## config.mk

```make
export PLATFORM = sky130hd
export DESIGN_NAME = para_report_tx
export DESIGN_NICKNAME = d
export VERILOG_FILES = /design/src/rtl/para_report_tx.sv
export SDC_FILE = /design/constraint.sdc
export NUM_CORES = 1
export LEC_CHECK = 0
export ABC_AREA = 1
export CORE_MARGIN = 5
export CORE_UTILIZATION = 37
export CTS_CLUSTER_DIAMETER = 100
export DETAILED_ROUTE_END_ITERATION = 10
export PLACE_DENSITY = 0.63
export SYNTH_ARGS = -nofsm -noshare
export SYNTH_HDL_FRONTEND = slang
export SYNTH_SLANG_ARGS = --single-unit
```

## constraint.sdc

```tcl
create_clock -name clk -period 7.05 [get_ports clk]
set_input_delay 0.705 -clock clk [delete_from_list [all_inputs] [get_ports clk]]
set_output_delay 0.705 -clock clk [all_outputs]
set_load 0.03 [all_outputs]
```

## src/rtl/para_report_tx.sv

```systemverilog
// Parameter read-back transmitter: snapshots the six acquisition parameters on a
// request and streams them as a 30-byte framed packet to the shared UART.
module para_report_tx #(
  parameter logic [7:0] START_CODE = 8'hAA,
  parameter logic [7:0] END_CODE   = 8'h55,
  parameter int         TX_TIMEOUT = 100000
) (
  input  logic        clk,
  input  logic        rst,
  input  logic        report_req,
  input  logic [7:0]  ctrl_code,
  input  logic [31:0] travelling_wave_collect_freq,
  input  logic [15:0] travelling_wave_collect_duration,
  input  logic [15:0] travelling_wave_alarm_threshold,
  input  logic [31:0] power_frequency_collect_freq,
  input  logic [15:0] power_frequency_collect_duration,
  input  logic [15:0] power_frequency_alarm_threshold,
  input  logic        tx_idle,
  output logic [7:0]  tx_data,
  output logic        start_tx,
  output logic        module_run_flag,
  output logic        report_done,
  output logic        report_err,
  output logic [2:0]  dbg_state
);

  // UART handshake: start_tx is a one-cycle strobe with tx_data valid in that
  // cycle; the UART acknowledges the byte with a falling edge on tx_idle, and no
  // further strobe is issued until that acknowledge has been seen.

  typedef enum logic [2:0] {
    S_IDLE  = 3'd0,
    S_LOAD  = 3'd1,
    S_SEND  = 3'd2,
    S_WAIT  = 3'd3,
    S_DONE  = 3'd4,
    S_ABORT = 3'd5
  } state_t;

  localparam int            CW       = $clog2(TX_TIMEOUT + 1);
  localparam logic [CW-1:0] TMO_LAST = CW'(TX_TIMEOUT - 1);

  state_t        state_q, state_d;
  logic          req1_q, req2_q, idle1_q, idle2_q;
  logic [4:0]    idx_q, idx_d;
  logic [7:0]    sum_q, sum_d;
  logic [CW-1:0] cnt_q, cnt_d;
  logic [7:0]    tx_data_q, tx_data_d;
  logic [7:0]    ctrl_q, ctrl_d;
  logic [31:0]   twf_q, twf_d, pff_q, pff_d;
  logic [15:0]   twd_q, twd_d, twt_q, twt_d, pfd_q, pfd_d, pft_q, pft_d;
  logic          req_rise, tx_done, load_byte;
  logic [7:0]    frame_byte;

  assign req_rise = req1_q & ~req2_q;
  assign tx_done  = idle2_q & ~idle1_q;

  always_ff @(posedge clk or posedge rst) begin
    if (rst) begin
      req1_q    <= 1'b1;
      req2_q    <= 1'b1;
      idle1_q   <= 1'b1;
      idle2_q   <= 1'b1;
      state_q   <= S_IDLE;
      idx_q     <= 5'd0;
      sum_q     <= 8'h00;
      cnt_q     <= '0;
      tx_data_q <= 8'h00;
      ctrl_q    <= 8'h00;
      twf_q     <= 32'h0;
      twd_q     <= 16'h0;
      twt_q     <= 16'h0;
      pff_q     <= 32'h0;
      pfd_q     <= 16'h0;
      pft_q     <= 16'h0;
    end else begin
      req1_q    <= report_req;
      req2_q    <= req1_q;
      idle1_q   <= tx_idle;
      idle2_q   <= idle1_q;
      state_q   <= state_d;
      idx_q     <= idx_d;
      sum_q     <= sum_d;
      cnt_q     <= cnt_d;
      tx_data_q <= tx_data_d;
      ctrl_q    <= ctrl_d;
      twf_q     <= twf_d;
      twd_q     <= twd_d;
      twt_q     <= twt_d;
      pff_q     <= pff_d;
      pfd_q     <= pfd_d;
      pft_q     <= pft_d;
    end
  end

  always_comb begin
    state_d    = state_q;
    idx_d      = idx_q;
    sum_d      = sum_q;
    cnt_d      = cnt_q;
    tx_data_d  = tx_data_q;
    ctrl_d     = ctrl_q;
    twf_d      = twf_q;
    twd_d      = twd_q;
    twt_d      = twt_q;
    pff_d      = pff_q;
    pfd_d      = pfd_q;
    pft_d      = pft_q;
    load_byte  = 1'b0;
    frame_byte = 8'h00;

    case (state_q)
      S_IDLE: begin
        if (req_rise) state_d = S_LOAD;
      end
      S_LOAD: begin
        ctrl_d    = ctrl_code;
        twf_d     = travelling_wave_collect_freq;
        twd_d     = travelling_wave_collect_duration;
        twt_d     = travelling_wave_alarm_threshold;
        pff_d     = power_frequency_collect_freq;
        pfd_d     = power_frequency_collect_duration;
        pft_d     = power_frequency_alarm_threshold;
        sum_d     = 8'h00;
        idx_d     = 5'd0;
        load_byte = 1'b1;
        state_d   = S_SEND;
      end
      S_SEND: begin
        // The strobe cycle itself is the first cycle of the timeout window.
        cnt_d   = CW'(1);
        state_d = S_WAIT;
      end
      S_WAIT: begin
        if (tx_done) begin
          if (idx_q < 5'd29) begin
            idx_d     = idx_q + 5'd1;
            load_byte = 1'b1;
            state_d   = S_SEND;
          end else begin
            state_d = S_DONE;
          end
        end else if (cnt_q == TMO_LAST) begin
          state_d = S_ABORT;
        end else begin
          cnt_d = cnt_q + CW'(1);
        end
      end
      S_DONE:  state_d = S_IDLE;
      S_ABORT: state_d = S_IDLE;
      default: state_d = S_IDLE;
    endcase

    // tx_data is loaded on entry to SEND so it is stable during the strobe.
    if (load_byte) begin
      case (idx_d)
        5'd0:    frame_byte = START_CODE;
        5'd1:    frame_byte = ctrl_q;
        5'd2:    frame_byte = 8'h18;
        5'd4:    frame_byte = twf_q[7:0];
        5'd5:    frame_byte = twf_q[15:8];
        5'd6:    frame_byte = twf_q[23:16];
        5'd7:    frame_byte = twf_q[31:24];
        5'd8:    frame_byte = twd_q[7:0];
        5'd9:    frame_byte = twd_q[15:8];
        5'd12:   frame_byte = twt_q[7:0];
        5'd13:   frame_byte = twt_q[15:8];
        5'd16:   frame_byte = pff_q[7:0];
        5'd17:   frame_byte = pff_q[15:8];
        5'd18:   frame_byte = pff_q[23:16];
        5'd19:   frame_byte = pff_q[31:24];
        5'd20:   frame_byte = pfd_q[7:0];
        5'd21:   frame_byte = pfd_q[15:8];
        5'd24:   frame_byte = pft_q[7:0];
        5'd25:   frame_byte = pft_q[15:8];
        5'd28:   frame_byte = ~sum_q;
        5'd29:   frame_byte = END_CODE;
        default: frame_byte = 8'h00;
      endcase
      tx_data_d = frame_byte;
      if (idx_d != 5'd0 && idx_d <= 5'd27) sum_d = sum_d + frame_byte;
    end
  end

  assign tx_data         = tx_data_q;
  assign start_tx        = (state_q == S_SEND);
  assign module_run_flag = (state_q != S_IDLE);
  assign report_done     = (state_q == S_DONE);
  assign report_err      = (state_q == S_ABORT);
  assign dbg_state       = state_q;

endmodule

```

==> results of run 1 <==
-- worst max-delay path, delay by kind of cell, from the launching register on --
kind | cells | cell delay [ns]
DFF | 1 | 0.40
adders and majority gates | 1 | 0.38
and+or+nand+nor | 18 | 2.53
AOI/OAI and AO/OA | 4 | 0.62
buffers and inverters | 4 | 0.26
-- synth_stat cells, drive strengths merged (2+ instances only) --
cell type and instances:
clkbuf 29, inv 76, xnor2 4, nand2 617
a21oi 19, nor3b 5, xor2 2, a31oi 2
o211ai 4, dfrtp 177, o2111ai 5, dfstp 4
o21ai 37, or2 2, ha 9, nor3 18
a211oi 2, nand3 45, nor2 65, nand4 23
buf 6
-- logic make-up (layout without fill, tap and decap cells) --
kind of cell    after synthesis  count (layout)  share of synthesized area
compound gates               74              74                     0.0466
xor+xnor                      6               6                    0.00575
fa+ha+maj                    10              10                     0.0145
buf+inv                     111             264                     0.0482
flops                       181             181                      0.497
simple gates                775             775                      0.388
-- cell usage in the layout (no fill, tap or decap), types with 5 or more instances in the layout --
master / Yosys / final
dfrtp_1: 177 / 177
nand3_2: 11 / 11
a21oi_1: 18 / 18
nor2_4: 6 / 6
nor2_8: 6 / 6
nor3b_1: 5 / 5
nand2_2: 14 / 13
nor2_2: 8 / 8
nand2_4: 8 / 9
nor2_1: 45 / 45
o21ai_0: 34 / 34
nand4_1: 23 / 23
nand3_1: 31 / 31
nor3_1: 12 / 12
ha_1: 9 / 9
clkdlybuf4s50_1: 0 / 154
nor3_4: 5 / 5
o2111ai_1: 5 / 5
inv_1: 59 / 57
nand2_1: 591 / 591
clkbuf_16: 0 / 17
inv_2: 14 / 14
-- per-layer routing --
layer  track usage  vias to the layer above  part of all wire
met3        0.0349                       18             0.042
met4        0.0409                        0             0.013
li1              -                     3910                 -
met2         0.296                      171              0.48
met1         0.258                     3617              0.47
met5             0                        -                 0
-- metrics by stage --
step | area (um2) | setup slack [ns] | cells
after detailed placement | 11000 | 2.77 | 1603
after CTS | 11600 | 2.73 | 1634
final | 11600 | 2.73 | 1634
after floorplan | 9130 | 1.44 | 1157
after global routing | 11600 | 2.28 | 1634
after global placement | 11000 | 2.91 | 1603
-- power by group through the flow --
stage          logic [mW]  clock network [mW]  registers, mW
5_1_grt              2.53                1.01           1.86
4_1_cts              2.25               0.966           1.82
2_1_floorplan        1.63                   0           1.75
3_5_place_dp         2.24                   0           1.83
3_3_place_gp         2.20                   0           1.84
6_report             2.24               0.948           1.82
-- state kept, by name, summed over array words and instances, names as in the netlist, 3 cells and up --
signal,count
pff_q,32
twf_q,32
cnt_q,17
pfd_q,16
pft_q,16
twd_q,16
twt_q,16
ctrl_q,8
sum_q,8
tx_data,8
idx_q,5
dbg_state,3
-- final cells by class --
class | count | area (um2) | share of cell area
Inverter | 76 | 303 | 0.0262
Sequential cell | 181 | 4530 | 0.392
Tap cell | 324 | 405 | 0.0351
Timing Repair Buffer | 157 | 1560 | 0.135
Multi-Input combinational cell | 865 | 4160 | 0.360
Clock inverter | 14 | 161 | 0.0140
Clock buffer | 17 | 425 | 0.0368
-- worst paths after layout --
path	to	depth (start not counted)	slack, ns	start
worst min register to register	idle2_q	0	0.37	idle1_q
worst min-delay path	idle2_q	0	0.37	idle1_q
max in group asynchronous	twf_q[15]	3	4.66	rst
worst max register to register	sum_q[7]	27	2.73	dbg_state[2]
worst max-delay path	sum_q[7]	27	2.73	dbg_state[2]
min in group asynchronous	cnt_q[15]	2	0.87	rst
==> reports/summary.txt, run 1 <==
Achievable Freq: 232 MHz
Synth Register Bits: 181
Crit end category: flop
CTS resizes: 0
Reg power frac: 0.363
Sink Count: 181
Number of H-tree levels: 4
Hold crit path type: reg -> reg
Clock-pin slew on the worst setup and hold paths: 0.07 ns
Slowest cell on crit path: nand2_4
CTS Buffer Depth: 2
# rows: 57
Net switching power: 2.29 mW
CTS Hold Buffers Added: 0
Drt total wl: 25400 um
Yosys cell types: 45
Residual DRC: 0
Main synth FF type: dfrtp_1
Status: complete, no violations
Share of layout cells above drive strength 1: 0.0954
Combinational power share: 0.447
Total internal power: 2.72 mW
Total power: 5.00 mW
Period minus WS final: 4.32 ns
Starting density of the core: 0.375
Dpl hpwl: 19200 um
Number of global-route vias before repair: 7729
Critical path arrival: 4.64 ns
IO buf count: 154
Final period utilization: 0.613
Fillers: 2375
Synth Warn #: 0
RSZ-0062 raised after global routing: false
Synth top area cells: dfrtp_1 49%, nand2_1 24%, inv_1 2.4%, o21ai_0 1.9%, nor2_1 1.8%
Leakage: 5.76 nW
Slew Viols, Final: 0
Slew HR: 0.334
Critical path launch point type: flop
Syn_nets: 1307
Die height: 167 um
Setup Skew: 0.0177 ns
Final setup vio count: 0
Clock power share: 0.189
Worst vdd rail ir drop: 0.211 mV
Switching Share: 0.457
Core area: 24300 um2
I/O pins: 155
Total CTS buffers: 17
Max cap viols: 0
Setup CP Type: reg -> reg
First drt pass iteration count: 5
Worst-Margin Slew: 0.999 ns
Layout Nets: 1448
Grt total ovfl: 0
Syn-to-layout area delta: 26.5%
First-pass GRT wire length: 41100 um
Cell taking the most area after synthesis: dfrtp_1
GPL Wtd Cong: 0.885
Die area: 27900 um2
Syn Area/Cell: 7.89 um2
Worst Path Max Fanout: 75
Worst-skew pair later-pin latency: 0.44 ns
Async SR Flop Fraction: 1.00
Post-route antenna net violation count: 0
Post-CTS setup buffer count: 0
Post-synth EDFFs: 0
Crit path largest cell delay: 0.55 ns
1st-iter DRT viols: 555
Tot GR Track Use: 0.183
Final setup TNS: 0 ns
Cell mode on critical path: nand2_1
Register area share after synthesis: 0.497
Die X-Extent: 167 um
Synth top area share: 0.485
Post-Route Utilization: 0.475
Vias/cell: 4.72
Root Buffer: clkbuf_16
Antenna violations before repair: 0
Post-synthesis cell area: 9130 um2
Req. time, crit path: 7.38 ns
Antenna cells: 0
Worst hold margin: 0.374 ns
Wirelength per Cell: 15.5 um
CTS tree: built
Largest net degree at the start of global routing: 107
Final Hold Vio Count: 0
Synth Instances: 1157
P per Cell Area: 433 nW/um2
Via count: 7716
Power figures use the tool's default switching activity.
==> run 2: changes to the inputs <==
--- a/config.mk
+++ b/config.mk
@@ -10,7 +10,7 @@
 export CORE_UTILIZATION = 37
 export CTS_CLUSTER_DIAMETER = 100
 export DETAILED_ROUTE_END_ITERATION = 10
-export PLACE_DENSITY = 0.63
+export PLACE_DENSITY = 0.65
 export SYNTH_ARGS = -nofsm -noshare
 export SYNTH_HDL_FRONTEND = slang
 export SYNTH_SLANG_ARGS = --single-unit
==> constraint.sdc (replaced) <==
create_clock -name clk -period 3.7 [get_ports clk]
set_input_delay 0.37 -clock clk [delete_from_list [all_inputs] [get_ports clk]]
set_output_delay 0.37 -clock clk [all_outputs]
set_load 0.03 [all_outputs]
==> run 2 against run 1 <==
  * Power up 110%
  * Via count up 4.9%
  * Clock skew down 0.0014 ns
  * Core utilization up 2.8 points
  * Die area unchanged
  * Global-route usage up 0.072 points
==> reports/summary.txt, run 2 (same netlist as run 1, synthesis figures left out) <==
Hold crit path type: in -> async (was reg -> reg)
Grt total ovfl: 0 (unchanged)
Layout Nets: 1512 (was 1448)
Max cap viols: 0 (unchanged)
Slew Viols, Final: 0 (unchanged)
Crit path largest cell delay: 0.40 ns (was 0.55 ns)
Drt total wl: 26000 um (was 25400 um)
Number of global-route vias before repair: 8044 (was 7729)
Number of H-tree levels: 4 (unchanged)
RSZ-0062 raised after global routing: true (was false)
Leakage: 6.11 nW (was 5.76 nW)
Post-Place Cell Area: 11400 um2 (was 11000 um2)
Slowest cell on crit path: dfrtp_1 (was nand2_4)
Most common cell after layout, fill and taps aside: nand2_1 (unchanged)
Vias/cell: 4.77 (was 4.72)
First-pass GRT wire length: 41400 um (was 41100 um)
Starting density of the core: 0.375 (unchanged)
Setup Skew: 0.0163 ns (was 0.0177 ns)
Top Family by Delay on Critical Path: simple AND/OR/NAND/NOR gates (unchanged)
CTS tree: built (unchanged)
CTS Hold Buffers Added: 0 (unchanged)
Req. time, crit path: 4.02 ns (was 7.38 ns)
Residual DRC: 0 (unchanged)
Final Hold Vio Count: 0 (unchanged)
Placed cell count: 1647 (was 1603)
Sink Count: 181 (unchanged)
Post-route cell area: 12200 um2 (was 11600 um2)
Worst Path Max Fanout: 5 (was 75)
Commonest non-fill, non-tap cells in the layout: 588 x nand2_1, 175 x dfrtp_1, 154 x clkdlybuf4s50_1, 60 x buf_4, 54 x inv_1 (was 591 x nand2_1, 177 x dfrtp_1, 154 x clkdlybuf4s50_1, 57 x inv_1, 45 x nor2_1)
Final setup vio count: 0 (unchanged)
Tot GR Track Use: 0.184 (was 0.183)
Buf/Inv on CP: 5 (was 4)
Dpl hpwl: 19600 um (was 19200 um)
I/O pins: 155 (unchanged)
Root Buffer: clkbuf_16 (unchanged)
CTS Buffer Depth: 2 (unchanged)
IO buf count: 154 (unchanged)
Cell mode on critical path: nand2_1 (unchanged)
Register area: 4540 um2 (was 4530 um2)
Largest net degree at the start of global routing: 106 (was 107)
1st-iter DRT viols: 510 (was 555)
Core area: 24300 um2 (unchanged)
Setup CP Type: reg -> reg (unchanged)
GR Util met1: 0.253 (was 0.258)
Critical path arrival: 3.89 ns (was 4.64 ns)
Syn-to-layout area delta: 34.0% (was 26.5%)
Period minus WS final: 3.56 ns (was 4.32 ns)
Crit end category: flop (unchanged)
Post-route antenna net violation count: 0 (unchanged)
Clock-pin slew on the worst setup and hold paths: 0.07 ns (about the same)
Achievable Freq: 281 MHz (was 232 MHz)
Top Usage Layer GRT: met2 (unchanged)
Critical path launch point type: flop (unchanged)
P per Cell Area: 842 nW/um2 (was 433 nW/um2)
Die area: 27900 um2 (unchanged)
GPL Wtd Cong: 0.873 (was 0.885)
Biggest regs: pff_q (32), twf_q (32), cnt_q (17) (unchanged)
R2R setup slack: 0.14 ns (was 2.73 ns)
Fillers: 2336 (was 2375)
Final Non-Filler Cells: 1698 (was 1634)
Met3 global-route usage: 0.0370 (was 0.0349)
Antenna cells: 0 (unchanged)
Final period utilization: 0.963 (was 0.613)
Antenna violations before repair: 0 (unchanged)
# rows: 57 (unchanged)
First drt pass iteration count: 5 (unchanged)
Total CTS buffers: 17 (unchanged)
Die height: 167 um (unchanged)
Status: complete, no violations (unchanged)
Worst-Margin Slew: 0.904 ns (was 0.999 ns)
M2 GR Usage: 0.293 (was 0.296)
Multi-input gate area: 4270 um2 (was 4160 um2)
Share of layout cells above drive strength 1: 0.155 (was 0.0954)
Die X-Extent: 167 um (unchanged)
Worst vdd rail ir drop: 0.497 mV (was 0.211 mV)
Via count: 8095 (was 7716)
Worst-skew pair later-pin latency: 0.44 ns (about the same)
Slew HR: 0.398 (was 0.334)
Wirelength per Cell: 15.3 um (was 15.5 um)
[run 2: cell types whose count changed in the layout (fill, tap and decap cells not counted), moves of 4 or more]
| cell | before | now |
|---|---|---|
| buf_4 | 3 | 60 |
| a21oi_1 | 18 | 13 |
| buf_12 | 0 | 7 |
| a21oi_2 | 1 | 5 |
| o21ai_0 | 34 | 29 |
[run 2: path summary, 6_finish.rpt]
check | start | to | depth (start not counted)
max | dbg_state[2] | sum_q[7] | 26
min in group clk | report_req | req1_q | 1
max reg2reg | dbg_state[2] | sum_q[7] | 26
min | rst | twf_q[13] | 2
max in group asynchronous | rst | twd_q[8] | 3
min reg2reg | req1_q | req2_q | 0
[run 2: report_power, final]
part | total [mW] | internal (mW) | switching, mW
Combinational | 5.09 | 1.99 | 3.10
Clock | 1.81 | 0.906 | 0.901
Sequential | 3.40 | 2.85 | 0.553
Total | 10.3 | 5.74 | 4.56
[run 2: repair_timing]
item                                    in CTS  in global routing
endpoints found under the setup margin       2                  4
setup buffers                                6                 14
pin swaps                                    4                 17
resized for setup                            8                 26
[run 2: routing by layer]
metal,routed length [um],part of all wire,up-vias
met5,0,0,-
met4,603,0.023,0
met3,1370,0.053,33
met2,12300,0.47,219
met1,11800,0.45,3802
li1,-,-,4041
[run 2: final cells by class]
cell class	instances	area share
clock inverter	14	0.0137
multi-input combinational	865	0.349
clock buffer	17	0.0348
inverter	76	0.0246
timing repair buffer	221	0.174
sequential	181	0.371
tap	324	0.0331
[run 2: stage by stage]
step	util	TNS (ns)	hold WS (ns)	total power [mW]	setup WS [ns]
3_5_place_dp	0.468	-0.177	0.357	8.14	-0.131
3_3_place_gp	0.468	-0.00440	0.355	8.04	-0.00440
4_1_cts	0.495	0	0.344	10.0	0.00265
5_1_grt	0.503	-0.195	0.348	11.1	-0.179
6_report	0.503	0	0.352	10.3	0.136
2_1_floorplan	-	0	0.354	6.43	0.155
[run 2: worst register-to-register path, cell delays in order (launching register included)]
cell and delay (ns):
dfrtp_1 0.40, inv_2 0.10, nand2_2 0.08, nor2_4 0.17
nand3_4 0.12, buf_4 0.16, nand2_1 0.09, nand2_4 0.12
nand2_8 0.14, nor2_4 0.07, buf_4 0.16, nand2_1 0.05
nand4_1 0.21, nor2_2 0.20, nand3_2 0.15, ha_4 0.29
a21oi_2 0.12, inv_1 0.06, a21oi_2 0.13, or2_2 0.13
nand2_1 0.07, a21oi_2 0.14, inv_1 0.05, nand2_1 0.08
nand3_1 0.07, nand2_1 0.06, nand2_1 0.05
==> run 3: changes to the inputs <==
--- a/config.mk
+++ b/config.mk
@@ -10,7 +10,6 @@
 export CORE_UTILIZATION = 37
 export CTS_CLUSTER_DIAMETER = 100
 export DETAILED_ROUTE_END_ITERATION = 10
-export PLACE_DENSITY = 0.65
 export SYNTH_ARGS = -nofsm -noshare
 export SYNTH_HDL_FRONTEND = slang
 export SYNTH_SLANG_ARGS = --single-unit
==> run 3 against run 2 <==
  * Sequential share of layout area shrank 0.18 points
  * Maximum frequency grew 0.13%
  * Clock-buffer cell count grew 1
  * Die area unchanged
  * Critical path type unchanged
  * First-iteration DRC count grew 1.2%
  * Largest cell class unchanged
  * Via count decreased by 0.93%
==> reports/summary.txt, run 3 (same netlist as run 1, synthesis figures left out) <==
Status: complete, no violations (unchanged)
Tot GR Track Use: 0.185 (was 0.184)
R2R setup slack: 0.14 ns (about the same)
Antenna cells: 0 (unchanged)
Root Buffer: clkbuf_16 (unchanged)
Worst hold margin: 0.354 ns (was 0.352 ns)
Crit path largest cell delay: 0.39 ns (was 0.40 ns)
Most common cell after layout, fill and taps aside: nand2_1 (unchanged)
Wirelength per Cell: 15.3 um (about the same)
Core area: 24300 um2 (unchanged)
Commonest non-fill, non-tap cells in the layout: 583 x nand2_1, 175 x dfrtp_1, 154 x clkdlybuf4s50_1, 59 x buf_4, 54 x inv_1 (was 588 x nand2_1, 175 x dfrtp_1, 154 x clkdlybuf4s50_1, 60 x buf_4, 54 x inv_1)
Starting density of the core: 0.375 (unchanged)
1st-iter DRT viols: 516 (was 510)
Die X-Extent: 167 um (unchanged)
RSZ-0062 raised after global routing: true (unchanged)
Critical path arrival: 3.88 ns (was 3.89 ns)
Worst-skew pair later-pin latency: 0.43 ns (was 0.44 ns)
Max cap viols: 0 (unchanged)
R2R Path Start: dbg_state[2] (unchanged)
Worst-Margin Slew: 1.02 ns (was 0.904 ns)
Req. time, crit path: 4.02 ns (about the same)
Met3 global-route usage: 0.0389 (was 0.0370)
CTS Buffer Depth: 2 (unchanged)
Critical path launch point type: flop (unchanged)
Largest net degree at the start of global routing: 95 (was 106)
Final setup TNS: 0 ns (unchanged)
CTS tree: built (unchanged)
WHS Path Cells: 1
Worst Path Max Fanout: 6 (was 5)
Post-route antenna net violation count: 0 (unchanged)
Setup CP Type: reg -> reg (unchanged)
Die area: 27900 um2 (unchanged)
Biggest regs: pff_q (32), twf_q (32), cnt_q (17) (unchanged)
Grt total ovfl: 0 (unchanged)
Setup Skew: 0.0102 ns (was 0.0163 ns)
Total CTS buffers: 17 (unchanged)
IO buf count: 154 (unchanged)
Hold crit path type: in -> reg (was in -> async)
Layout Nets: 1511 (was 1512)
First drt pass iteration count: 5 (unchanged)
Final setup vio count: 0 (unchanged)
Top Usage Layer GRT: met2 (unchanged)
# rows: 57 (unchanged)
GR Util met1: 0.260 (was 0.253)
Die height: 167 um (unchanged)
Number of global-route vias before repair: 7991 (was 8044)
Syn-to-layout area delta: 34.7% (was 34.0%)
Worst Hold Path EP: req1_q
R2R depth: 26 (unchanged)
Leakage: 6.12 nW (was 6.11 nW)
Achievable Freq: 281 MHz (about the same)
Period minus WS final: 3.56 ns (about the same)
Worst vdd rail ir drop: 0.344 mV (was 0.497 mV)
Residual DRC: 0 (unchanged)
Slew Viols, Final: 0 (unchanged)
GPL Wtd Cong: 0.878 (was 0.873)
Via count: 8020 (was 8095)
Slowest cell on crit path: dfrtp_1 (unchanged)
Final period utilization: 0.962 (was 0.963)
Antenna violations before repair: 0 (unchanged)
P per Cell Area: 839 nW/um2 (was 842 nW/um2)
M2 GR Usage: 0.300 (was 0.293)
Slew HR: 0.323 (was 0.398)
Number of H-tree levels: 4 (unchanged)
Hold wc startpoint: report_req
Crit end category: flop (unchanged)
First-pass GRT wire length: 41500 um (was 41400 um)
Drt total wl: 26000 um (about the same)
Clock-pin slew on the worst setup and hold paths: 0.07 ns (about the same)
Vias/cell: 4.73 (was 4.77)
I/O pins: 155 (unchanged)
Dpl hpwl: 19700 um (was 19600 um)
Final Hold Vio Count: 0 (unchanged)
R2r endpoint: sum_q[7] (unchanged)
Sink Count: 181 (unchanged)
Share of layout cells above drive strength 1: 0.164 (was 0.155)
==> run 3: worst max-delay path by stage <==
stage / startpoint / end / cells after the start
finish: dbg_state[2] / sum_q[7] / 26
global route: dbg_state[2] / sum_q[7] / 26
detailed placement: idle1_q / sum_q[6] / 22
global placement: idle1_q / sum_q[6] / 22
CTS: idle2_q / sum_q[6] / 22
floorplan: dbg_state[2] / sum_q[6] / 25
==> run 3: per-layer routing <==
layer,up-vias,wire (um)
li1,4038,-
met1,3787,12100
met2,180,12500
met3,15,1150
met4,0,270
met5,-,0
==> run 3: area by class of cell <==
class,instances,area (um2)
Tap cell,324,405
Clock inverter,12,145
Inverter,76,307
Fill cell,2320,12000
Clock buffer,18,429
Multi-Input combinational cell,865,4380
Timing Repair Buffer,220,2100
Sequential cell,181,4540
==> run 3: per-stage QoR <==
stage	std cells	setup WS, ns	area, um2	utilization	power (mW)
final	1696	0.141	12300	0.506	10.3
after global placement	1655	-0.0651	11400	0.469	8.05
after global routing	1696	-0.0996	12300	0.506	11.1
after CTS	1685	0.00754	12000	0.494	9.99
after detailed placement	1655	-0.167	11400	0.469	8.11
after floorplan	1157	0.155	9140	-	6.43
==> run 3: power breakdown <==
part | internal, mW | switching (mW)
logic | 1.95 | 3.14
registers | 2.85 | 0.552
clock network | 1.00 | 0.812
total | 5.81 | 4.51
==> run 3: critical path, delay by kind of cell (launching register included) <==
family,cells,cell delay (ns)
simple gates,16,1.80
compound gates,5,0.64
flops,1,0.39
buf+inv,4,0.38
fa+ha+maj,1,0.22
==> run 3: what timing repair did <==
item,4_1_cts,5_1_grt
setup buffers,0,11
endpoints found under the setup margin,2,2
pin swaps,1,39
gates resized for setup,7,57
hold endpoints to repair,0,0
hold buffers,0,0
